==> config.mk <==
export PLATFORM = sky130hd
export DESIGN_NAME = led_blink_divider
export DESIGN_NICKNAME = d
export VERILOG_FILES = /design/src/rtl/led_blink_pkg.sv /design/src/rtl/led_blink_counter.sv /design/src/rtl/led_blink_divider.sv
export SDC_FILE = /design/constraint.sdc
export NUM_CORES = 1
export LEC_CHECK = 0
export CAP_MARGIN = 25
export CORE_MARGIN = 2
export CORE_UTILIZATION = 48
export CTS_BUF_LIST = sky130_fd_sc_hd__clkbuf_4 sky130_fd_sc_hd__clkbuf_8
export CTS_CLUSTER_DIAMETER = 30
export CTS_CLUSTER_SIZE = 14
export DETAILED_ROUTE_END_ITERATION = 12
export GPL_TIMING_DRIVEN = 0
export PLACE_DENSITY_LB_ADDON = 0.25
export SYNTH_ARGS = -nofsm -noshare
export SYNTH_HDL_FRONTEND = slang
export SYNTH_SLANG_ARGS = --single-unit
==> constraint.sdc <==
create_clock -name clk -period 2.6 [get_ports clk]
set_clock_uncertainty 0.1 [all_clocks]
set_input_delay 0.39 -clock clk [delete_from_list [all_inputs] [get_ports clk]]
set_output_delay 0.39 -clock clk [all_outputs]
set_load 0.01 [all_outputs]
==> src/rtl/led_blink_pkg.sv <==
// Shared constants for the LED blink divider: Avalon register map, CTRL bit positions,
// and the power-on half-period.
package led_blink_pkg;

    localparam logic [1:0] REG_SHADOW = 2'd0;
    localparam logic [1:0] REG_CNT    = 2'd1;
    localparam logic [1:0] REG_TOGCNT = 2'd2;
    localparam logic [1:0] REG_CTRL   = 2'd3;

    localparam int CTRL_CLEAR  = 0;
    localparam int CTRL_RELOAD = 1;

    // 0.5 s half-period at 50 MHz gives a 1 Hz blink
    localparam int unsigned DEFAULT_PERIOD = 24_999_999;

endpackage

==> src/rtl/led_blink_counter.sv <==
// Half-period engine: shadow period register, cycle counter and terminal detect.
// Optional LED_BLINK_MIN_CLAMP_EN raises every shadow load to at least MIN_PERIOD.
module led_blink_counter
    import led_blink_pkg::*;
#(
    parameter int unsigned      WIDTH        = 26,
    parameter logic [WIDTH-1:0] RESET_PERIOD = WIDTH'(DEFAULT_PERIOD),
    parameter int unsigned      MIN_PERIOD   = 1000
) (
    input  logic             clk,
    input  logic             reset,
    input  logic [WIDTH-1:0] period,
    input  logic             enable,
    input  logic             reload,
    output logic             terminal,
    output logic [WIDTH-1:0] cnt,
    output logic [WIDTH-1:0] shadow
);

`ifdef LED_BLINK_MIN_CLAMP_EN
    localparam bit CLAMP_EN = 1'b1;
`else
    localparam bit CLAMP_EN = 1'b0;
`endif

    localparam logic [WIDTH-1:0] MIN_P = WIDTH'(MIN_PERIOD);

    logic [WIDTH-1:0] cnt_reg;
    logic [WIDTH-1:0] shadow_reg;
    logic [WIDTH-1:0] eff_period;
    logic             terminal_hit;

    always_comb begin
        eff_period = (CLAMP_EN && (period < MIN_P)) ? MIN_P : period;
    end

    assign terminal_hit = enable && (cnt_reg >= shadow_reg);

    // A reload in the terminal cycle swallows the toggle.
    assign terminal = terminal_hit && !reload;

    always_ff @(posedge clk) begin
        if (reset) begin
            cnt_reg    <= '0;
            shadow_reg <= RESET_PERIOD;
        end else if (reload) begin
            cnt_reg    <= '0;
            shadow_reg <= eff_period;
        end else if (!enable) begin
            cnt_reg    <= '0;
        end else if (terminal_hit) begin
            cnt_reg    <= '0;
            shadow_reg <= eff_period;
        end else begin
            cnt_reg    <= cnt_reg + WIDTH'(1);
        end
    end

    assign cnt    = cnt_reg;
    assign shadow = shadow_reg;

endmodule

==> src/rtl/led_blink_divider.sv <==
// LED square-wave generator fed by the PIO half-period word, with Avalon-MM readback/control.
// Define LED_BLINK_MIN_CLAMP_EN to clamp loaded half-periods to MIN_PERIOD.
module led_blink_divider #(
    parameter int unsigned      WIDTH          = 26,
    parameter logic [WIDTH-1:0] DEFAULT_PERIOD = WIDTH'(led_blink_pkg::DEFAULT_PERIOD),
    parameter int unsigned      MIN_PERIOD     = 1000,
    parameter logic             LED_RESET      = 1'b0
) (
    input  logic             clk,
    input  logic             reset,
    input  logic [WIDTH-1:0] period_i,
    input  logic             enable_i,
    input  logic [1:0]       address,
    input  logic             chipselect,
    input  logic             write_n,
    input  logic [31:0]      writedata,
    output logic [31:0]      readdata,
    output logic             led_o,
    output logic             tick_o
);

    import led_blink_pkg::*;

    logic             ctrl_write;
    logic             clear_cmd;
    logic             reload_cmd;
    logic             terminal;
    logic [WIDTH-1:0] cnt;
    logic [WIDTH-1:0] shadow;
    logic             led_reg;
    logic             tick_reg;
    logic [31:0]      tog_cnt_reg;
    logic             unused_writedata;

    assign ctrl_write = chipselect && !write_n && (address == REG_CTRL);
    assign clear_cmd  = ctrl_write && writedata[CTRL_CLEAR];
    assign reload_cmd = ctrl_write && writedata[CTRL_RELOAD];
    assign unused_writedata = ^writedata[31:2];

    led_blink_counter #(
        .WIDTH        (WIDTH),
        .RESET_PERIOD (DEFAULT_PERIOD),
        .MIN_PERIOD   (MIN_PERIOD)
    ) u_counter (
        .clk      (clk),
        .reset    (reset),
        .period   (period_i),
        .enable   (enable_i),
        .reload   (reload_cmd),
        .terminal (terminal),
        .cnt      (cnt),
        .shadow   (shadow)
    );

    always_ff @(posedge clk) begin
        if (reset) begin
            led_reg     <= LED_RESET;
            tick_reg    <= 1'b0;
            tog_cnt_reg <= '0;
        end else begin
            tick_reg <= terminal;
            if (terminal) begin
                led_reg <= ~led_reg;
            end
            // Clear takes priority over a coincident toggle count.
            if (clear_cmd) begin
                tog_cnt_reg <= '0;
            end else if (terminal) begin
                tog_cnt_reg <= tog_cnt_reg + 32'd1;
            end
        end
    end

    always_comb begin
        readdata = '0;
        case (address)
            REG_SHADOW: readdata = 32'(shadow);
            REG_CNT:    readdata = 32'(cnt);
            REG_TOGCNT: readdata = tog_cnt_reg;
            REG_CTRL:   readdata = {30'b0, enable_i, led_reg};
            default:    readdata = '0;
        endcase
    end

    assign led_o  = led_reg;
    assign tick_o = tick_reg;

endmodule
After elaboration in Yosys (flattened, before gate mapping)
Index checks and enable logic that the tools add are counted.

cells by class
  $add $sub $neg = 2
  $lt $le $gt $ge = 1
  equality and inequality tests = 3
  muxes and demuxes = 4
  bitwise operators = 2
  reductions and logical operators = 14

operators with widths
  operator                                             number
  one-hot mux 32 bit (4 select lines)                  1
  two-way mux 26 bit                                   3
  adder 32 x 1 -> 32 bit, second input constant        1
  adder 26 x 1 -> 26 bit, second input constant        1
  greater-or-equal comparator 26 bit                   1
  logical AND 1 bit                                    6
  equality test 2 bit, second input constant           2
  nonzero test 2 bit                                   2
  OR reduction 4 bit                                   1
  equality test 2 x 1 -> 1 bit, second input constant  1
  zero test 1 bit                                      2
  zero test 2 bit                                      1
  NOT 1 bit                                            2
  AND reduction 2 bit                                  1
  OR reduction 2 bit                                   1

word-level totals
  bits in registers = 86
  output and inout port bits = 34
  logic and storage cells = 31

Depth between registers and ports, before layout
  depth in word-level cells = 6
  depth in mapped cells = 11
  mapped depth without buffers = 9

Modules after synthesis
From an unflattened synthesis, not the netlist that was laid out.

second synthesis, totals
  cells, all modules = 609
  area, all modules = 5061.1 um^2

modules (own cells, without submodules)
  module             instances  cells each  area an instance (um^2)  sequential area each (um^2)
  led_blink_counter  1          332         2844.0                   1041.0
  led_blink_divider  1          277         2217.1                   680.7

Worst setup path after synthesis
OpenSTA, ideal clock, no wires.

  path kind = flip-flop to flip-flop
  start point = reg u_counter.shadow_reg[25], in the netlist u_counter.shadow[25]
  end point = reg tog_cnt_reg[10]
  library setup time = 0.132 ns
  data arrival time = 2.369 ns
  slack = -0.001 ns
  cell stages (with the launch flop) = 12
  buffers on the path = 2
  clock period less this slack = 2.601 ns
  cells stage by stage = dfxtp_1 inv_1 ha_1 and3_1 nand3_2 or4b_1 o211ai_2 o21ai_2 clkbuf_1 clkbuf_1 o21ai_0 a21oi_1

between the ends
  word-level cells in the longest chain between the ends = 3

RTL lines
  element                             line                     source
  start: declaration                  led_blink_counter.sv:29  logic [WIDTH-1:0] shadow_reg;
  start signal: assignment            led_blink_counter.sv:48  shadow_reg <= eff_period;
  start signal: assignment            led_blink_counter.sv:53  shadow_reg <= eff_period;
  greater-or-equal comparator 26 bit  led_blink_counter.sv:37  assign terminal_hit = enable && (cnt_reg >= shadow_reg);
  logical AND 1 bit                   led_blink_counter.sv:37
  logical AND 1 bit                   led_blink_counter.sv:40  assign terminal = terminal_hit && !reload;
  end signal: assignment              led_blink_divider.sv:69  tog_cnt_reg <= tog_cnt_reg + 32'd1;
  end: declaration                    led_blink_divider.sv:32  logic [31:0] tog_cnt_reg;

No other way between the ends.
A chain may end at the register's enable or synchronous reset.

Worst setup path after layout
  start point = reg u_counter.shadow_reg[25], in the netlist u_counter.shadow[25]
  end point = reg tog_cnt_reg[14]

The elaborated chain is that of the path after synthesis.

==> implementation parameters <==
Parameter                              Value

Run status
  Result of the run    finished, violations left
  Violations in the final reports    setup timing

STA
  Min Tclk post-route    about 2.7 ns
  Final Hold Fails    0
  Final setup margin    -0.0900 ns
  Setup violation total in the final timing report    19
  Slew of the pin with the lowest slew margin    ~0.84 ns
  Unrepaired setup endpoints after global routing    yes
  Maximum clock frequency    roughly 0.37 GHz
  Worst slew slack as a fraction of its limit    0.436
  Final critical-path share of the clock period    1.03
  Max-slew violation count    0
  Setup TNS    -0.663 ns

Synth
  XOR/XNOR share of the synthesized area    0.0551
  Post-synthesis register bit count    86
  Post-synthesis average cell area    between 8 and 9 um^2
  Instance count of the mapped netlist    596
  Area share of and/or/nand/nor cells after synthesis    0.233
  Number of enable-type register cells in the synthesized netlist    0
  Area share of fa/ha/maj cells after synthesis    0.0734
  Netlist area before placement    ~4800 um^2
  Net count of the mapped netlist    between 600 and 700
  Proportion of register bits with asynchronous set or reset after synthesis    0
  Sequential-to-total area share from yosys stat    0.361
  Distinct cell type count after synthesis    40
  Primary FF master, synth    dfxtp_1
  Mux contribution to synthesized area    0.0598
  Area fraction in compound gates after synthesis    0.167
  Ranking of synthesized cells by area    dfxtp_1, ha_1, o21ai_0, nand2_1, a21oi_1
  Synth warnings    0
  Share of the synthesized area in the top cell type    0.361
  Cell taking the most area after synthesis    dfxtp_1
  Dominant combinational cell family by area after synthesis    simple AND/OR/NAND/NOR gates

Power and ir drop
  Leakage power figure    between 0.002 and 0.0025 uW
  Worst vdd rail ir drop    319 uV
  Pwr/cell area    between 400 and 500 nW/um^2

GRT
  Number of antenna violations at the first check in global routing    0
  Pin count of the biggest net entering global routing    15
  Global-route wire length before repair    about 23000 um
  Overall routing resource usage    0.268
  GRT Residual Overflow    0
  Number of global-route vias before repair    4713

Clocking
  Clock tree from TritonCTS    built
  Root buffer cell    clkbuf_8
  Clock latency at the later pin of the worst-skew pair    between 0.3 and 0.4 ns
  Maximum buffer depth of the clock tree    2
  H-tree Lvls    3
  Reg clk slew, reported paths    about 0.09 ns
  Num CTS Buffers    9
  Count of clock tree sinks    86

Job
  Maximum capacitance violations    0

Setup path
  Number of cells on the worst reg-to-reg path    9
  Startpoint of the lowest-slack register-to-register path    u_counter.shadow[25]$_SDFFE_PP0P_
  R2R Setup Slk    -0.09 ns
  Maximum fanout encountered on the critical timing path    6
  Worst setup path class    flop to flop
  FF-to-FF End    tog_cnt_reg[14]$_SDFFE_PP0P_
  Startpoint Class    flop
  Crit path required time    around 2.8 ns
  Arrival @ worst endpoint    about 2.9 ns
  Sort of element at the end of the critical path    flop

Final layout
  Share of post-route cells with drive strength above 1    0.161
  Max FFs per register    32
  Area Growth Syn to Fin    32.2%
  Count of antenna diodes in the layout    0
  Finished Cell Area    6310 um^2
  Final #Nets    785
  Fillers    around 830

Placed design
  Post-Place Cell Area    between 5000 and 6000 um^2
  Dpl hpwl    between 10000 and 15000 um
  GPL Wtd Cong    just under 0.9
  Buffers on Ports    68

Route
  Detailed-route via count    4758
  Average vias per placed instance    around 5.7
  Routed wirelength normalized by instance count    17.7 um
  WL final    between 10000 and 15000 um
  DRT iter0 DRCs    221
  DRT antenna net count    0
  DR pass1 iterations    5
  Number of design rule violations left after detail routing    0

Hold path
  Worst Hold Launch    u_counter.shadow[25]$_SDFFE_PP0P_
  Min-delay worst type    flop to flop
  Worst Hold Depth    2
  Hold endpoint    u_counter.shadow[25]$_SDFFE_PP0P_

Floorplanning
  Initial Util    0.490
  Die span in x    104 um
  Vertical die dimension    a little over 100 um
  Floorplan Core Area    9730 um^2
  I/O pins    a little under 100
  Full die area    10800 um^2
  Row cnt    36
==> through the flow <==
step	instances	util	hold slack (ns)	power, uW	setup WS (ns)
CTS	829	0.635	0.374	2600	-0.0411
finish	830	0.649	0.374	2600	-0.0900
detailed placement	797	0.578	0.364	1590	-1.04
floorplan	596	-	0.344	1460	0.00829
global placement	797	0.578	0.352	1590	-1.04
global route	830	0.649	0.396	2680	-0.171
==> worst max-delay path, cell delays in order, from the launching register on <==
cell,delay (ns)
dfxtp_2,0.35
inv_2,0.05
ha_4,0.26
and3_4,0.19
nand3_4,0.08
or4b_4,0.52
o211ai_4,0.19
o21ai_4,0.15
or4_1,0.55
a21oi_1,0.18
==> how the worst max path moves through the flow <==
stage          slack (ns)                            to  cells after the start                              start
6_report            -0.09  tog_cnt_reg[14]$_SDFFE_PP0P_                      9  u_counter.shadow[25]$_SDFFE_PP0P_
3_3_place_gp        -1.04                  readdata[13]                      6                         address[1]
2_1_floorplan       0.008  tog_cnt_reg[24]$_SDFFE_PP0P_                     10  u_counter.shadow[25]$_SDFFE_PP0P_
5_1_grt             -0.17  tog_cnt_reg[31]$_SDFFE_PP0P_                      7        tog_cnt_reg[7]$_SDFFE_PP0P_
4_1_cts             -0.04  tog_cnt_reg[31]$_SDFFE_PP0P_                      9  u_counter.shadow[25]$_SDFFE_PP0P_
3_5_place_dp        -1.04                  readdata[13]                      6                         address[1]
==> synth_stat cells, drive strengths merged (10+ instances only) <==
cell type / number
a211o: 16
a21oi: 49
and3: 14
clkbuf: 23
dfxtp: 86
ha: 28
inv: 36
mux2i: 24
nand2: 66
nand3: 22
nand4: 16
nor2: 58
o21ai: 51
or3: 21
xnor2: 10
xor2: 20
==> where the power goes <==
group | total [uW] | internal, uW | switching, uW
sequential | 1330 | 1320 | 8.09
clock | 1030 | 512 | 516
combinational | 245 | 120 | 125
total | 2600 | 1960 | 649
==> cell families (layout without fill, tap and decap cells) <==
group           count (synthesis)  after routing
compound gates                134            134
xor+xnor                       30             30
fa+ha+maj                      28             28
buf+inv                        64            165
flops                          86             86
mux                            26             26
simple gates                  228            228
==> metal layers <==
layer,GRT usage,up-vias,routed length (um)
met5,0,-,0
met4,0.105,0,500
met3,0.0396,49,849
met2,0.469,181,7070
met1,0.333,2245,6270
li1,-,2283,-
==> cell usage in the layout, fill, tap and decap left out, drive strengths merged, types with 20 or more instances in the layout <==
| master | instances |
|---|---|
| dfxtp | 86 |
| nand2 | 66 |
| nor2 | 58 |
| o21ai | 51 |
| a21oi | 49 |
| clkdlybuf4s50 | 42 |
| clkbuf | 37 |
| inv | 36 |
| ha | 28 |
| buf | 25 |
| mux2i | 24 |
| nand3 | 22 |
| or3 | 21 |
| xor2 | 20 |
==> layout make-up <==
type | count | area [um^2] | share of cell area
repair buffers | 85 | 782 | 0.124
plain buffers | 28 | 236 | 0.0375
well taps | 133 | 166 | 0.0264
clock buffers | 12 | 159 | 0.0252
multi-input cells | 446 | 3030 | 0.480
flip-flops and latches | 86 | 1750 | 0.277
inverters | 36 | 135 | 0.0214
clock inverters | 4 | 55.1 | 0.00872
==> what timing repair did <==
action / in CTS / in global routing
setup endpoints to repair: 107 / 75
gates resized for setup: 98 / 67
pin swaps: 16 / 23
gates cloned: 2 / 0
hold buffers: 0 / 0
buffers inserted: 14 / 1
Note: power is estimated with default switching activity, not from simulation.
